`config.mk`:
```
export PLATFORM = sky130hd
export DESIGN_NAME = calc_ctrl
export DESIGN_NICKNAME = d
export VERILOG_FILES = /design/src/rtl/calc_pkg.sv /design/src/rtl/adder_16bit.sv /design/src/rtl/calc_datapath.sv /design/src/rtl/divider_8bit.sv /design/src/rtl/multiplier_8bit.sv /design/src/rtl/calc_ctrl.sv
export SDC_FILE = /design/constraint.sdc
export NUM_CORES = 1
export LEC_CHECK = 0
export BUFFER_PORTS_ARGS = -buffer_cell sky130_fd_sc_hd__clkbuf_2
export CELL_PAD_IN_SITES_DETAIL_PLACEMENT = 1
export CELL_PAD_IN_SITES_GLOBAL_PLACEMENT = 1
export CORE_MARGIN = 2
export CORE_UTILIZATION = 44
export DETAILED_ROUTE_END_ITERATION = 8
export PLACE_DENSITY_LB_ADDON = 0.1
export SLEW_MARGIN = 5
export SYNTH_ARGS = -nofsm -noshare
export SYNTH_HDL_FRONTEND = slang
export SYNTH_HIERARCHICAL = 1
export SYNTH_SLANG_ARGS = --single-unit
```
`constraint.sdc`:
```
create_clock -name clk -period 27.2 [get_ports clk]
set_input_delay 1.36 -clock clk [delete_from_list [all_inputs] [get_ports clk]]
set_output_delay 1.36 -clock clk [all_outputs]
set_load 0.02 [all_outputs]
```
`src/rtl/calc_pkg.sv`:
```
// Shared opcode, state and constant definitions for the calculator controller.
// Latency: n/a (declarations only).
// Backpressure: n/a.
package calc_pkg;

    localparam logic [1:0] OP_ADD = 2'b00;
    localparam logic [1:0] OP_SUB = 2'b01;
    localparam logic [1:0] OP_MUL = 2'b10;
    localparam logic [1:0] OP_DIV = 2'b11;

    // Wide enough to hold lat-1 for the largest legal multiply/divide latency (15).
    localparam int CNT_W = 4;

    localparam logic [15:0] DIV_ZERO_RESULT = 16'hFFFE;

    typedef enum logic [1:0] {
        ST_IDLE = 2'd0,
        ST_EXEC = 2'd1,
        ST_DONE = 2'd2
    } state_t;

endpackage

```
`src/rtl/adder_16bit.sv`:
```
// 16-bit adder/subtractor; in subtract mode carry=1 means no borrow.
// Latency: combinational.
// Backpressure: none.
module adder_16bit (
    input  logic [15:0] i_a,
    input  logic [15:0] i_b,
    input  logic        i_sub_en,
    output logic [15:0] o_sum,
    output logic        o_carry
);

    logic [15:0] w_b;

    // Two's complement subtract: invert B and inject the +1 as carry-in.
    assign w_b = i_sub_en ? ~i_b : i_b;
    assign {o_carry, o_sum} = {1'b0, i_a} + {1'b0, w_b} + {16'd0, i_sub_en};

endmodule

```
`src/rtl/calc_datapath.sv`:
```
// Arithmetic core wrapper: selects add/sub/mul/div result and flags by opcode.
// Latency: combinational.
// Backpressure: none; controller holds inputs stable while it waits.
module calc_datapath
    import calc_pkg::*;
(
    input  logic [1:0]  i_op_code,
    input  logic [15:0] i_a,
    input  logic [15:0] i_b,
    output logic [15:0] o_result,
    output logic        o_carry,
    output logic        o_div_zero
);

    logic [15:0] w_sum;
    logic        w_add_carry;
    logic [15:0] w_prod;
    logic [15:0] w_quot;
    logic        w_b_zero;

    adder_16bit u_adder (
        .i_a      (i_a),
        .i_b      (i_b),
        .i_sub_en (i_op_code == OP_SUB),
        .o_sum    (w_sum),
        .o_carry  (w_add_carry)
    );

    multiplier_8bit u_mul (
        .i_a    (i_a[7:0]),
        .i_b    (i_b[7:0]),
        .o_prod (w_prod)
    );

    divider_8bit u_div (
        .i_a    (i_a[7:0]),
        .i_b    (i_b[7:0]),
        .o_quot (w_quot)
    );

    assign w_b_zero = (i_b[7:0] == 8'd0);

    // Opcode mux; carry is meaningful only for add/sub, div_zero only for div.
    always_comb begin
        o_result   = 16'd0;
        o_carry    = 1'b0;
        o_div_zero = 1'b0;
        case (i_op_code)
            OP_ADD, OP_SUB: begin
                o_result = w_sum;
                o_carry  = w_add_carry;
            end
            OP_MUL: begin
                o_result = w_prod;
            end
            OP_DIV: begin
                o_result   = w_b_zero ? DIV_ZERO_RESULT : w_quot;
                o_div_zero = w_b_zero;
            end
            default: begin
                o_result = 16'd0;
            end
        endcase
    end

endmodule

```
`src/rtl/divider_8bit.sv`:
```
// 8-bit signed divider, quotient truncated toward zero and sign-extended to 16 bits.
// Latency: combinational (caller allows settle time).
// Backpressure: none.
module divider_8bit (
    input  logic [7:0]  i_a,
    input  logic [7:0]  i_b,
    output logic [15:0] o_quot
);

    logic signed [15:0] w_a;
    logic signed [15:0] w_b;
    logic signed [15:0] w_b_safe;
    logic signed [15:0] w_q;

    assign w_a = {{8{i_a[7]}}, i_a};
    assign w_b = {{8{i_b[7]}}, i_b};
    // A zero divisor is replaced so the quotient never goes X; the caller
    // substitutes the divide-by-zero result anyway.
    assign w_b_safe = (i_b == 8'd0) ? 16'sd1 : w_b;
    // Working in 16 bits keeps -128 / -1 = +128 representable.
    assign w_q    = w_a / w_b_safe;
    assign o_quot = w_q;

endmodule

```
`src/rtl/multiplier_8bit.sv`:
```
// 8x8 unsigned multiplier with full 16-bit product.
// Latency: combinational (caller allows settle time).
// Backpressure: none.
module multiplier_8bit (
    input  logic [7:0]  i_a,
    input  logic [7:0]  i_b,
    output logic [15:0] o_prod
);

    assign o_prod = {8'd0, i_a} * {8'd0, i_b};

endmodule

```
`src/rtl/calc_ctrl.sv`:
```
// Calculator sequencer: accept one op, wait its latency, hold registered result until acked.
// Latency: result valid after accept edge + 1 (add/sub) or + MULDIV_LAT (mul/div).
// Backpressure: DONE holds result/flags indefinitely; no new op accepted until the cycle after ack.
module calc_ctrl
    import calc_pkg::*;
#(
    parameter int MULDIV_LAT = 2
) (
    input  logic        clk,
    input  logic        rst_n,
    input  logic        op_valid,
    output logic        op_ready,
    input  logic [1:0]  op_code,
    input  logic        use_acc,
    input  logic [15:0] op_a,
    input  logic [15:0] op_b,
    output logic        res_valid,
    input  logic        res_ready,
    output logic [15:0] result,
    output logic        carry,
    output logic        div_zero
);

    localparam logic [CNT_W-1:0] MULDIV_CNT_INIT = CNT_W'(MULDIV_LAT - 1);

    state_t            r_state;
    state_t            w_next_state;
    logic [CNT_W-1:0]  r_cnt;
    logic [1:0]        r_op;
    logic [15:0]       r_a;
    logic [15:0]       r_b;
    logic [15:0]       r_acc;
    logic [15:0]       r_result;
    logic              r_carry;
    logic              r_div_zero;

    logic              w_accept;
    logic              w_finish;
    logic [CNT_W-1:0]  w_cnt_init;
    logic [15:0]       w_dp_result;
    logic              w_dp_carry;
    logic              w_dp_div_zero;

    assign w_accept   = (r_state == ST_IDLE) && op_valid;
    assign w_finish   = (r_state == ST_EXEC) && (r_cnt == '0);
    // Opcode bit 1 set means mul/div, which get the configurable settle time.
    assign w_cnt_init = op_code[1] ? MULDIV_CNT_INIT : '0;

    // Datapath sees only captured operands so late input changes cannot disturb it.
    calc_datapath u_datapath (
        .i_op_code  (r_op),
        .i_a        (r_a),
        .i_b        (r_b),
        .o_result   (w_dp_result),
        .o_carry    (w_dp_carry),
        .o_div_zero (w_dp_div_zero)
    );

    // State register.
    always_ff @(posedge clk) begin
        if (!rst_n) begin
            r_state <= ST_IDLE;
        end else begin
            r_state <= w_next_state;
        end
    end

    // Next-state and handshake outputs; ready and valid are mutually exclusive by state.
    always_comb begin
        w_next_state = r_state;
        op_ready     = 1'b0;
        res_valid    = 1'b0;
        case (r_state)
            ST_IDLE: begin
                op_ready = 1'b1;
                if (op_valid) begin
                    w_next_state = ST_EXEC;
                end
            end
            ST_EXEC: begin
                if (r_cnt == '0) begin
                    w_next_state = ST_DONE;
                end
            end
            ST_DONE: begin
                res_valid = 1'b1;
                if (res_ready) begin
                    w_next_state = ST_IDLE;
                end
            end
            default: begin
                w_next_state = ST_IDLE;
            end
        endcase
    end

    // Capture opcode and operands on accept; A comes from the accumulator when requested.
    always_ff @(posedge clk) begin
        if (!rst_n) begin
            r_op <= OP_ADD;
            r_a  <= 16'd0;
            r_b  <= 16'd0;
        end else if (w_accept) begin
            r_op <= op_code;
            r_a  <= use_acc ? r_acc : op_a;
            r_b  <= op_b;
        end
    end

    // Latency counter: load lat-1 on accept, count down while executing.
    always_ff @(posedge clk) begin
        if (!rst_n) begin
            r_cnt <= '0;
        end else if (w_accept) begin
            r_cnt <= w_cnt_init;
        end else if ((r_state == ST_EXEC) && (r_cnt != '0)) begin
            r_cnt <= r_cnt - 1'b1;
        end
    end

    // Result, flags and accumulator update only on EXEC->DONE, so they hold through backpressure.
    always_ff @(posedge clk) begin
        if (!rst_n) begin
            r_result   <= 16'd0;
            r_carry    <= 1'b0;
            r_div_zero <= 1'b0;
            r_acc      <= 16'd0;
        end else if (w_finish) begin
            r_result   <= w_dp_result;
            r_carry    <= w_dp_carry;
            r_div_zero <= w_dp_div_zero;
            r_acc      <= w_dp_result;
        end
    end

    assign result   = r_result;
    assign carry    = r_carry;
    assign div_zero = r_div_zero;

endmodule

```
Yosys cells after proc, flatten, opt, wreduce, memory -nomap -nowiden
Index checks and enable logic that the tools add are counted.

Equal/unequal tests: 8. Add/sub/neg operators: 3. Multiplexer cells: 16. Reduce and logical (&&, ||, !) cells: 11. Bitwise operators: 1. Divide/modulo/power cells: 1. Multiply operators: 1.

Operators with widths (number): 16-bit two-way mux (4); 16-bit case mux with 3 select lines (1); 16-bit by 16-bit adder with 17-bit output (1); 17-bit by 1-bit adder with 17-bit output (1); 16-bit by 16-bit divider with 16-bit output (1); 8-bit by 8-bit multiplier with 16-bit output (1); 16-bit NOT (1); 8-bit logical NOT (1); 4-bit two-way mux (2); 2-bit == test (second input constant) (3); 2-bit two-way mux (3); 2-bit inequality test (second input constant) (3); 2-bit case mux with 3 select lines (1); 1-bit two-way mux (5); 2-bit by 1-bit == test with 1-bit output (second input constant) (2); 2-bit logical NOT (2); 4-bit logical NOT (1); 4-bit nonzero test (1); 4-bit by 1-bit subtractor with 4-bit output (second input constant) (1); 1-bit logical AND (3); 3-bit AND reduction (1); 2-bit nonzero test (1); 2-bit OR reduction (1).

Bits of input ports: 39. Output and inout port bits: 20. Flip-flop bits (word level): 58. Logic and storage cells: 49.

Longest topological paths before layout
Gate-level depths: netlist (run 1).

Depth after elaboration: 5. Gate-level depth with buffers: 140. Gate-level depth less buffers: 131.

Modules after synthesis
Netlist (run 1), hierarchy kept.

By module, submodules not included: divider_8bit (seq. area each 0.0 µm², instances 1, cells an instance 1033, area each 7219.4 µm²); calc_ctrl (seq. area each 1161.1 µm², instances 1, cells an instance 268, area each 2449.8 µm²); multiplier_8bit (seq. area each 0.0 µm², instances 1, cells an instance 243, area each 2113.3 µm²); adder_16bit (seq. area each 0.0 µm², instances 1, cells an instance 122, area each 917.1 µm²); calc_datapath (seq. area each 0.0 µm², instances 1, cells an instance 62, area each 366.6 µm²).

Worst setup path before layout (run 1)
OpenSTA, ideal clock, no wires.

Path kind: register -> register. Start: reg r_b[6]. End: reg r_result[12], in the netlist result[12]. Buffers on the path: 8. Stages on the path, launching flop included: 120. Arrival: 25.981 ns. Data required time: 27.130 ns. Setup time: 0.070 ns. Slack: 1.149 ns. Clock period less this slack: 26.051 ns. Path through: dfxtp_1 > clkbuf_1 > nor4_1 > a21oi_1 > ha_1 > mux2i_1 > ha_1 > o21ai_1 > a21boi_0 > o2111ai_1 > o31a_1 > nor2_1 > ha_1 > a21oi_1 > a21boi_0 > or2_2 > a32oi_1 > nor2_1 > (+84 left out) > mux2_2 > ha_1 > a21o_1 > a2111oi_0 > o21ai_0 > a311oi_1 > o31ai_1 > inv_1 > ha_1 > and2_1 > nand3_1 > nor2_1 > a21oi_1 > xnor2_1 > inv_1 > a21oi_1 > nand3_1 > a21boi_1.

Longest elaborated chain between the ends: 5. Elaborated cells on any way between the ends: 10. Those cells by class: add/sub (2); mul (1); div (1); mux (4); bitwise (1); reduce/logical (1).

RTL lines: start, declared (RTL line calc_ctrl.sv:31) `logic [15:0] r_b;`; start signal, assigned (RTL line calc_ctrl.sv:106) `r_b <= op_b;`; 8-bit logical NOT (RTL line divider_8bit.sv:19) `assign w_b_safe = (i_b == 8'd0) ? 16'sd1 : w_b;`; 16-bit two-way mux * (RTL line divider_8bit.sv:19); 16-bit by 16-bit divider with 16-bit output * (RTL line divider_8bit.sv:21) `assign w_q = w_a / w_b_safe;`; named net u_datapath.w_quot[12] (RTL line calc_datapath.sv:18) `logic [15:0] w_quot;`; 16-bit two-way mux * (RTL line calc_datapath.sv:57) `o_result = w_b_zero ? DIV_ZERO_RESULT : w_quot;`; 16-bit case mux with 3 select lines * (RTL line calc_datapath.sv:48) `case (i_op_code)`; named net w_dp_result[12] (RTL line calc_ctrl.sv:40) `logic [15:0] w_dp_result;`; end signal, assigned (RTL line calc_ctrl.sv:129) `r_result <= w_dp_result;`; end, declared (RTL line calc_ctrl.sv:33) `logic [15:0] r_result;`.

Mark *: on every way through the listed nets, which the timed path passes. The rest lies on a longest branch. A chain may end at the register's enable or synchronous reset.

Worst setup path after layout (run 1)
Start: reg r_b[1]. End: reg r_result[10], in the netlist result[10].

The elaborated chain is that of the path after synthesis.

==> results.yml, run 1 <==
timing:
  tightest_slew_ns: 1.08
  report.final.slew_viol_count: 0
  skew_ns: 0.00817
  max-slew-margin-rel_pct: 27.8
  clock.fmax_mhz: 39.0
  period_minus_slack_ns: 25.63
  setup_ws_ns: 1.57
  finalCritPeriodShare_pct: 94.2
  finalHoldViolations: 0
  setup_violations: 0
floorplan:
  die_h_um: 176
  die_w_um: 176
  core_area_um2: 29400
  initial_utilization_pct: 44.4
  dieArea_um2: 31100
  fp-row-count: 63
  ioPinCount: 59
outcome:
  outcome: "finished clean"
cts:
  cts_inserted_buffers: 9
  cts-root-buf: "clkbuf_16"
  clock_sinks: 58
  tritoncts: "built"
  cts.reportedPaths.clkPinSlew_ns: 0.06
  clockBufferDepth: 2
  postCtsHoldBufs: 0
  clk_latency_ns: 0.33
  h-tree-depth: 3
min_path:
  hold_class: "flip-flop to flip-flop"
synth:
  yosysSeqAreaShare_pct: 8.89
  ys_async_sr_fraction_pct: 0
  ys_ff_latch: 58
  synth_common_cells: "ha_1, nand2_1, a21oi_1"
  synth.most_common_cell: "ha_1"
  yosys.area.top_type: "ha_1"
  yosys_warnings: 6
  synth_area_leaders: "ha_1, dfxtp_1, fa_1"
  yosysTopAreaCellShare_pct: 18.6
  netlist_area_um2: 13100
  avgSynthCellArea_um2: 7.56
  synth-edff-count: 0
  ys_types: 100
  netlist_instances: 1728
  synthFlopType: "dfxtp_1"
global_routing:
  grt.met3_usage_pct: 2.93
  globalRoute.busiestLayer: "met2"
  grt_overflow: 0
  use_met2_pct: 46.6
  grt_pass1_wl_um: 69200
  grtUsageTotal_pct: 27.4
  grt_pass1_vias: 13400
  antenna_found_initial: 0
  use_met1_pct: 36.8
  grt_max_degree: 57
worst_setup_path:
  critPathKind: "flip-flop to flip-flop"
  arrival_ns: 25.88
  cp_data_required_time_ns: 27.45
  end_kind: "flip-flop"
  start_kind: "flip-flop"
  critical-path-top-delay-family: "compound AO/OA/AOI/OAI gates"
  cpMostUsedCell: "ha_1"
  cp_slowest_cell: "or3b_2"
  cp_slowest_stage_delay_ns: 0.49
  crit_buf_inv: 12
  crit_fanout: 21
cells_and_area:
  drive_gt1_share_pct: 13.3
  nNetsFinal: 2113
  fin_util_pct: 50.0
  antennaDiodeCount: 0
  area_growth_pct: 12.4
  fin_cells: 2238
  design_area_um2: 14700
detailed_routing:
  drt_first_iter_violations: 673
  vias: 13100
  drt_first_pass_iters: 6
  viasPerCell: 5.86
  ant_nets: 0
  wire_per_inst_um: 19.4
  drc: 0
  wl_um: 43400
placement:
  port_buffers: 58
  placed_cell_area_um2: 14200
  hpwl_um: 34700
  place_inst: 2216
  gp_congestion: 0.906
  pre_cts_ws_ns: -0.483
flow_run:
  cap_violations: 0
kinds of logic after synthesis:
kind of cell,Yosys count,share of synthesized area (%)
muxes,47,3.80
xor gates and xnor gates,133,8.92
other,2,0.0575
adders and majority gates,231,24.2
and+or+nand+nor,570,21.6
AOI/OAI and AO/OA,511,27.0
buffers and inverters,176,5.53
DFF,58,8.89
cell usage in the layout, fill, tap and decap left out, types with 7 or more instances in the layout:
master	Yosys	routed
o21ai_0	53	47
a31oi_1	23	22
clkbuf_2	0	58
nand3_1	50	49
nor2_1	124	122
and3_1	17	17
o211a_1	18	18
xnor2_1	71	70
a21oi_2	4	14
mux2_2	17	17
nand2b_1	14	14
a211o_1	8	8
xor2_1	62	61
and2_1	58	58
clkbuf_16	0	9
a21o_1	36	34
o21a_1	34	33
ha_1	194	194
nand2_1	180	178
o22ai_1	17	17
nor2b_1	22	21
mux2i_1	29	28
inv_1	119	119
dfxtp_1	58	58
o31ai_1	13	12
conb_1	2	44
nor3_1	36	36
fa_1	37	37
o211ai_1	19	19
o21ai_1	26	29
or3_1	12	12
nand4_1	8	8
buf_4	3	56
a31o_2	7	7
or2_2	7	7
a21oi_1	125	114
a21boi_1	40	43
area by class of cell:
type                    instances  area [um2]
fillers                      3761       14700
repair buffers                117         744
flip-flops and latches         58        1160
well taps                     390         488
clock inverters                 7        53.8
multi-input cells            1536       11600
inverters                     121         458
clock buffers                   9         225
through the flow:
step	hold WS, ns	TNS, ns
6_report	0.467	0
5_1_grt	0.489	-0.277
4_1_cts	0.472	0
3_5_place_dp	0.464	-2.70
3_3_place_gp	0.458	0
2_1_floorplan	0.447	0
sequential cells by signal, summed over array words and instances, names as in the netlist:
name / count
div_zero: 1
r_b: 16
result: 16
r_state: 2
r_op: 2
r_a: 16
r_cnt: 4
carry: 1
final timing paths:
path                              from  depth (start not counted)  slack [ns]                      end
setup / recovery   r_b[1]$_SDFFE_PN0P_                        117        1.57  result[10]$_SDFFE_PN0P_
hold / removal    r_b[15]$_SDFFE_PN0P_                          2        0.47     r_b[15]$_SDFFE_PN0P_
setup reg to reg   r_b[1]$_SDFFE_PN0P_                        117        1.57  result[10]$_SDFFE_PN0P_
hold reg to reg   r_b[15]$_SDFFE_PN0P_                          2        0.47     r_b[15]$_SDFFE_PN0P_
per-layer routing:
| layer | wire, um | share of wire (%) | vias up |
|---|---|---|---|
| li1 | - | - | 6413 |
| met3 | 1610 | 3.7 | 65 |
| met1 | 20500 | 47 | 6373 |
| met2 | 20300 | 47 | 253 |
| met4 | 994 | 2.3 | 0 |
| met5 | 0 | 0 | - |
worst register-to-register path, delay by kind of cell (launching register included):
family          cells  cell delay [ns]
compound gates     59            12.07
xor+xnor            2             0.36
fa+ha+maj          16             5.01
buf+inv            12             1.93
flops               1             0.40
mux                 3             1.10
simple gates       25             4.68
timing repair:
action                     in CTS  in global routing
buffers inserted                0                  6
pin swaps                       0                  7
resized for setup               3                 49
gates cloned                    0                  0
setup endpoints to repair      12                 16
Power of run 1 is not shown: default switching activity piles up to over one toggle a cycle in this logic, so the estimate is an artifact.
==> inputs of run 2 (changes only) <==
--- a/config.mk
+++ b/config.mk
@@ -5,11 +5,12 @@
 export SDC_FILE = /design/constraint.sdc
 export NUM_CORES = 1
 export LEC_CHECK = 0
+export ABC_AREA = 1
 export BUFFER_PORTS_ARGS = -buffer_cell sky130_fd_sc_hd__clkbuf_2
 export CELL_PAD_IN_SITES_DETAIL_PLACEMENT = 1
 export CELL_PAD_IN_SITES_GLOBAL_PLACEMENT = 1
 export CORE_MARGIN = 2
-export CORE_UTILIZATION = 44
+export CORE_UTILIZATION = 42
 export DETAILED_ROUTE_END_ITERATION = 8
 export PLACE_DENSITY_LB_ADDON = 0.1
 export SLEW_MARGIN = 5
==> run 2 against run 1 <==
  * First-iteration DRC count is 9.1% lower
  * Count of clock-buffer cells in the layout is 3 higher
  * Utilization is 2.3 points higher
  * Global-route usage is 2.1 points lower
  * Wire length is 8.3% higher
  * Critical endpoint is now result[14]$_SDFFE_PN0P_
==> results.yml, run 2 <==
cells_and_area:
  num-fill-cells: 4253
  area_growth_pct: 22.0
  nNetsFinal: 2637
  final_cell_mix: "nand2_1, inv_1, nor2_1"
  regArea_um2: 1170
  drive_gt1_share_pct: 25.8
  multiInputGateArea_um2: 11700
  antennaDiodeCount: 0
  final_common_cell: "nand2_1"
  fin_util_pct: 52.3
  fin_cells: 2774
synth:
  synth-edff-count: 0
  synth_top_family_by_area: "simple AND/OR/NAND/NOR gates"
  synth-simple-area-share_pct: 35.6
  netlist_instances: 2175
  avgSynthCellArea_um2: 6.25
  synth_xor_area_share_pct: 6.96
  ys_async_sr_fraction_pct: 0
  yosysTopAreaCellShare_pct: 17.9
  ys_types: 62
  synthMuxAreaShare_pct: 0.147
  synthFlopType: "dfxtp_1"
  ys_ff_latch: 58
  netlist_area_um2: 13600
  synth.most_common_cell: "nand2_1"
  synth_area_leaders: "ha_1, nand2_1, inv_1"
  yosysSeqAreaShare_pct: 8.54
  synth_common_cells: "nand2_1, inv_1, ha_1"
  synth-adder-area-share_pct: 23.3
  yosys.area.top_type: "ha_1"
  synth_compound_area_share_pct: 11.4
  yosys_warnings: 6
detailed_routing:
  drt_first_pass_iters: 5
  wl_met1_um: 19900
  wl_um: 47000
  route.top_layer_used: "met4"
  wire_per_inst_um: 17.0
  drt_first_iter_violations: 612
  vias: 14200
  drc: 0
  ant_nets: 0
  viasPerCell: 5.13
  routed-wl-met2_um: 24400
  dr_wl_met3_um: 1190
timing:
  report.final.slew_viol_count: 0
  fin_setup_tns_ns: 0
  finalHoldViolations: 0
  max-slew-margin-rel_pct: 27.3
  clock.fmax_mhz: 37.8
  setup_violations: 0
  timing.hold.ws_ns: 0.473
  period_minus_slack_ns: 26.46
  tightest_slew_ns: 1.09
  skew_ns: 0.00877
  finalCritPeriodShare_pct: 97.3
cts:
  h-tree-depth: 3
  clk_latency_ns: 0.33
  cts_inserted_buffers: 9
  cts.reportedPaths.clkPinSlew_ns: 0.06
  cts-root-buf: "clkbuf_16"
  clock_sinks: 58
  clockBufferDepth: 2
  tritoncts: "built"
placement:
  place_inst: 2656
  hpwl_um: 33600
  gp_congestion: 0.846
  port_buffers: 58
global_routing:
  grt_pass1_wl_um: 69000
  grt_overflow: 0
  grt_pass1_vias: 14300
  grtUsageTotal_pct: 25.2
  grt_max_degree: 40
  antenna_found_initial: 0
worst_setup_path:
  cp_data_required_time_ns: 27.41
  r2r_slack_ns: 0.74
  r2r_start: "r_b[4]$_SDFFE_PN0P_"
  r2r-end: "result[14]$_SDFFE_PN0P_"
  critPathKind: "flip-flop to flip-flop"
  start_kind: "flip-flop"
  arrival_ns: 26.68
  worstRegToRegCells: 250
  cp_slowest_cell: "dfxtp_2"
  crit_fanout: 18
  cpMostUsedCell: "nand2_2"
  end_kind: "flip-flop"
  cp_slowest_stage_delay_ns: 0.33
min_path:
  hold_class: "flip-flop to flip-flop"
  min-delay-start: "r_a[9]$_SDFFE_PN0P_"
  whs_endpoint: "r_a[9]$_SDFFE_PN0P_"
  hold_depth: 2
floorplan:
  fp-row-count: 65
  ioPinCount: 59
  initial_utilization_pct: 42.8
  dieArea_um2: 33800
  core_area_um2: 31700
  die_h_um: 184
  die_w_um: 184
outcome:
  outcome: "finished clean"
flow_run:
  cap_violations: 0
run 2: how the worst max path moves through the flow:
stage | slack (ns) | startpoint | depth (start not counted) | to
3_5_place_dp | -1.65 | r_b[1]$_SDFFE_PN0P_ | 251 | result[10]$_SDFFE_PN0P_
5_1_grt | -1.18 | r_b[4]$_SDFFE_PN0P_ | 252 | result[10]$_SDFFE_PN0P_
3_3_place_gp | -0.26 | r_b[1]$_SDFFE_PN0P_ | 239 | result[10]$_SDFFE_PN0P_
2_1_floorplan | 1.20 | r_b[7]$_SDFFE_PN0P_ | 249 | result[14]$_SDFFE_PN0P_
4_1_cts | 0.0007 | r_b[1]$_SDFFE_PN0P_ | 251 | result[10]$_SDFFE_PN0P_
6_report | 0.74 | r_b[4]$_SDFFE_PN0P_ | 250 | result[14]$_SDFFE_PN0P_
run 2: critical path, delay by kind of cell, from the launching register on:
| family | cells | cell delay, ns |
|---|---|---|
| compound gates | 48 | 6.54 |
| simple gates | 162 | 13.14 |
| flops | 1 | 0.33 |
| fa+ha+maj | 17 | 4.52 |
| buf+inv | 23 | 1.76 |
run 2: logic make-up after synthesis:
group	after synthesis
and+or+nand+nor	1079
other	2
AOI/OAI and AO/OA	247
adders and majority gates	231
muxes	2
xor gates and xnor gates	108
DFF	58
buffers and inverters	448
run 2: timing repair:
| item | 4_1_cts | 5_1_grt |
|---|---|---|
| endpoints found under the setup margin | 16 | 16 |
| pin swaps | 13 | 144 |
| hold buffers | 0 | 0 |
| gates resized for setup | 27 | 235 |
| buffers inserted | 17 | 84 |
| cloned | 1 | 0 |
run 2: through the flow:
step                setup WS (ns)  cell area (um2)
global placement           -0.261            14400
floorplan                    1.20            13700
CTS                      0.000723            15000
finish                      0.739            16600
detailed placement          -1.65            14400
global route                -1.18            16600
run 2: area by class of cell:
class                           instances  area share (%)
Multi-Input combinational cell       1711            70.5
Inverter                              394            9.33
Timing Repair Buffer                  192            8.07
Sequential cell                        58            7.04
Tap cell                              402            3.03
Clock buffer                           12            1.55
Clock inverter                          4           0.445
Timing Repair inverter                  1          0.0226
run 2: routing by layer:
metal  vias to the layer above  track usage [%]
li1                       7094                -
met1                      6816             29.7
met2                       217             48.5
met3                        98             2.12
met4                         0             6.82
met5                         -                0
Power of run 2 is left out for the same reason.
==> inputs of run 3 (changes only) <==
--- a/config.mk
+++ b/config.mk
@@ -9,9 +9,11 @@
 export BUFFER_PORTS_ARGS = -buffer_cell sky130_fd_sc_hd__clkbuf_2
 export CELL_PAD_IN_SITES_DETAIL_PLACEMENT = 1
 export CELL_PAD_IN_SITES_GLOBAL_PLACEMENT = 1
+export CORE_ASPECT_RATIO = 0.9
 export CORE_MARGIN = 2
-export CORE_UTILIZATION = 42
+export CORE_UTILIZATION = 46
 export DETAILED_ROUTE_END_ITERATION = 8
+export GPL_TIMING_DRIVEN = 0
 export PLACE_DENSITY_LB_ADDON = 0.1
 export SLEW_MARGIN = 5
 export SYNTH_ARGS = -nofsm -noshare
==> constraint.sdc (replaced) <==
create_clock -name clk -period 24.8 [get_ports clk]
set_input_delay 1.24 -clock clk [delete_from_list [all_inputs] [get_ports clk]]
set_output_delay 1.24 -clock clk [all_outputs]
set_load 0.02 [all_outputs]
==> run 3 against run 2 <==
  * The run now fails in 5_1_grt
  * Synthesized cell count unchanged
  * Synthesized area stayed put
==> results.yml, run 3 <==
synth:
  synthFlopType: "dfxtp_1"
  synth_xor_area_share_pct: 6.96
  synth_area_leaders: "ha_1, nand2_1, inv_1"
  synth-edff-count: 0
  netlist_area_um2: 13600
  ys_ff_latch: 58
  yosys.area.top_type: "ha_1"
  netlist_instances: 2175
  synthMuxAreaShare_pct: 0.147
  synth_top_family_by_area: "simple AND/OR/NAND/NOR gates"
  synth-adder-area-share_pct: 23.3
  synth-simple-area-share_pct: 35.6
  yosysTopAreaCellShare_pct: 17.9
  ys_async_sr_fraction_pct: 0
  synth_common_cells: "nand2_1, inv_1, ha_1"
  ys_types: 62
  yosysSeqAreaShare_pct: 8.54
  synth.most_common_cell: "nand2_1"
  avgSynthCellArea_um2: 6.25
  synth_compound_area_share_pct: 11.4
  yosys_warnings: 6
cts:
  clockBufferDepth: 2
  postCtsHoldBufs: 0
  cts-root-buf: "clkbuf_16"
  clock_sinks: 58
  h-tree-depth: 3
  cts_inserted_buffers: 9
placement:
  hpwl_um: 34000
  port_buffers: 58
  place_inst: 2671
  gp_congestion: 0.897
  pre_cts_ws_ns: -5.55
global_routing:
  grt_max_degree: 17
  grt_overflow: 1331
  grtUsageTotal_pct: 95.7
floorplan:
  fp-row-count: 59
  initial_utilization_pct: 46.8
  die_h_um: 167
  ioPinCount: 59
  die_w_um: 185
timing:
  endpoint_type: "register input"
  worst_endpoint: "result[14]$_SDFFE_PN0P_/D"
outcome:
  error: "[ERROR GRT-0232] Routing congestion too high. Check the congestion heatmap in the GUI."
  outcome: "stopped before the end"
  lastStage: "5_1_grt"
[run 3: cell counts after synthesis]
No cell type changed its count.
[run 3: repair_timing]
action,4_1_cts
endpoints found under the hold margin,0
gates resized for setup,206
pin swaps,179
setup endpoints to repair,16
setup buffers,338
gates cloned,2
[run 3: metrics by stage]
stage	hold WS [ns]	area [um2]	setup TNS [ns]
3_3_place_gp	0.463	14600	-63.40
2_1_floorplan	0.448	13800	0
3_5_place_dp	0.474	14600	-81.81
4_1_cts	0.481	18400	-10.79
[run 3: cells by family after synthesis]
group           Yosys count
compound gates          247
xor+xnor                108
other cells               2
flops                    58
buf+inv                 448
simple gates           1079
fa+ha+maj               231
mux                       2
[run 3: routing by layer]
metal / GRT overflow / GRT usage (%)
met1: 51 / 90.2
met2: 873 / 112
met3: 48 / 83.9
met4: 352 / 102
met5: 7 / 57.0
==> inputs of run 4 (changes only) <==
--- a/config.mk
+++ b/config.mk
@@ -7,14 +7,11 @@
 export LEC_CHECK = 0
 export ABC_AREA = 1
 export BUFFER_PORTS_ARGS = -buffer_cell sky130_fd_sc_hd__clkbuf_2
-export CELL_PAD_IN_SITES_DETAIL_PLACEMENT = 1
-export CELL_PAD_IN_SITES_GLOBAL_PLACEMENT = 1
-export CORE_ASPECT_RATIO = 0.9
 export CORE_MARGIN = 2
-export CORE_UTILIZATION = 46
+export CORE_UTILIZATION = 40
 export DETAILED_ROUTE_END_ITERATION = 8
 export GPL_TIMING_DRIVEN = 0
-export PLACE_DENSITY_LB_ADDON = 0.1
+export PLACE_DENSITY_LB_ADDON = 0.15
 export SLEW_MARGIN = 5
 export SYNTH_ARGS = -nofsm -noshare
 export SYNTH_HDL_FRONTEND = slang
==> run 4 against run 3 <==
  * The flow now finishes, with violations (setup timing)
==> results.yml, run 4 (same netlist as run 2, synthesis figures left out) <==
cts:
  cts_inserted_buffers: 9
  clk_latency_ns: 0.33
  cts.reportedPaths.clkPinSlew_ns: 0.05
  h-tree-depth: 3
  cts-root-buf: "clkbuf_16"
  clockBufferDepth: 2
  postCtsHoldBufs: 0
  clock_sinks: 58
  tritoncts: "built"
detailed_routing:
  drt_first_iter_violations: 687
  drc: 0
  viasPerCell: 4.84
  drt_first_pass_iters: 5
  ant_nets: 0
  vias: 14600
  wire_per_inst_um: 13.9
  wl_um: 42100
cells_and_area:
  final_common_cell: "nand2_1"
  num-fill-cells: 3155
  area_growth_pct: 39.1
  design_area_um2: 18900
  drive_gt1_share_pct: 33.9
  final_cell_mix: "nand2_1, inv_1, buf_4"
  antennaDiodeCount: 0
  fin_util_pct: 56.4
  nNetsFinal: 2836
  fin_cells: 3019
timing:
  setup_violations: 15
  clock.fmax_mhz: 39.3
  period_minus_slack_ns: 25.43
  rsz0062_at_grt: "true"
  tightest_slew_ns: 0.805
  finalHoldViolations: 0
  max-slew-margin-rel_pct: 44.9
  setup_ws_ns: -0.633
  finalCritPeriodShare_pct: 103
  report.final.slew_viol_count: 0
  skew_ns: 0.00905
placement:
  port_buffers: 58
  placed_cell_area_um2: 14700
  place_inst: 2723
  gp_congestion: 0.897
  hpwl_um: 29400
  pre_cts_ws_ns: -4.86
worst_setup_path:
  cp_slowest_stage_delay_ns: 0.36
  cp_data_required_time_ns: 25.01
  end_kind: "flip-flop"
  r2r_slack_ns: -0.63
  worstRegToRegCells: 235
  arrival_ns: 25.64
  crit_fanout: 7
  critPathKind: "flip-flop to flip-flop"
  start_kind: "flip-flop"
  r2r-end: "result[14]$_SDFFE_PN0P_"
  r2r_start: "r_b[1]$_SDFFE_PN0P_"
  cp_slowest_cell: "a211oi_2"
  cpMostUsedCell: "nand2_2"
global_routing:
  grtUsageTotal_pct: 22.5
  grt_overflow: 0
  grt_max_degree: 17
  antenna_found_initial: 0
  grt_pass1_wl_um: 66200
  grt_pass1_vias: 14100
floorplan:
  ioPinCount: 59
  core_area_um2: 33500
  fp-row-count: 67
  die_w_um: 188
  dieArea_um2: 35500
  die_h_um: 188
  initial_utilization_pct: 40.5
flow_run:
  cap_violations: 0
outcome:
  violations: "setup timing"
  outcome: "complete, but fails checks"
min_path:
  hold_depth: 2
  hold_class: "flip-flop to flip-flop"
  min-delay-start: "r_a[14]$_SDFFE_PN0P_"
  whs_endpoint: "r_a[14]$_SDFFE_PN0P_"
[run 4: final cells by class]
class                   count  area, um2  area share (%)
repair inverters            1       6.26          0.0331
well taps                 448        561            2.97
flip-flops and latches     58       1190            6.29
plain buffers              53        423            2.24
clock buffers              11        243            1.28
inverters                 394       1560            8.28
repair buffers            338       2440            12.9
clock inverters             5       77.6           0.410
multi-input cells        1711      12400            65.6
[run 4: repair_timing]
action | CTS | global route
endpoints found under the setup margin | 16 | 16
pin swaps | 158 | 238
gates resized for setup | 172 | 232
gates cloned | 1 | 0
setup buffers | 215 | 67
[run 4: how the worst max path moves through the flow]
stage / to / slack, ns / start / cells past startpoint
floorplan: result[14]$_SDFFE_PN0P_ / 0.02 / r_b[2]$_SDFFE_PN0P_ / 256
global placement: result[14]$_SDFFE_PN0P_ / -4.56 / r_b[4]$_SDFFE_PN0P_ / 253
detailed placement: result[14]$_SDFFE_PN0P_ / -4.86 / r_b[4]$_SDFFE_PN0P_ / 253
CTS: result[14]$_SDFFE_PN0P_ / -0.63 / r_b[4]$_SDFFE_PN0P_ / 253
global route: result[14]$_SDFFE_PN0P_ / -2.47 / r_b[1]$_SDFFE_PN0P_ / 250
finish: result[14]$_SDFFE_PN0P_ / -0.63 / r_b[1]$_SDFFE_PN0P_ / 235
[run 4: routing by layer]
| layer | wire [um] | vias to the layer above | global-route usage [%] |
|---|---|---|---|
| li1 | - | 7505 | - |
| met1 | 18600 | 6737 | 28.2 |
| met2 | 20900 | 277 | 41.3 |
| met3 | 1460 | 80 | 1.92 |
| met4 | 1110 | 0 | 5.68 |
| met5 | 0 | - | 0 |
[run 4: critical path, delay by kind of cell (launching register included)]
family	cells	cell delay, ns
AND/OR/NAND/NOR	127	10.10
flip-flops	1	0.35
buffers and inverters	48	5.20
AO/OA/AOI/OAI	42	5.42
XOR/XNOR	1	0.17
adder cells (fa/ha/maj)	17	4.02
[run 4: per-stage QoR]
stage	setup TNS [ns]	hold WS (ns)
floorplan	0	0.448
global placement	-66.33	0.469
detailed placement	-71.34	0.468
CTS	-6.71	0.476
global route	-36.05	0.500
finish	-7.05	0.476
Power of run 4 is left out for the same reason.
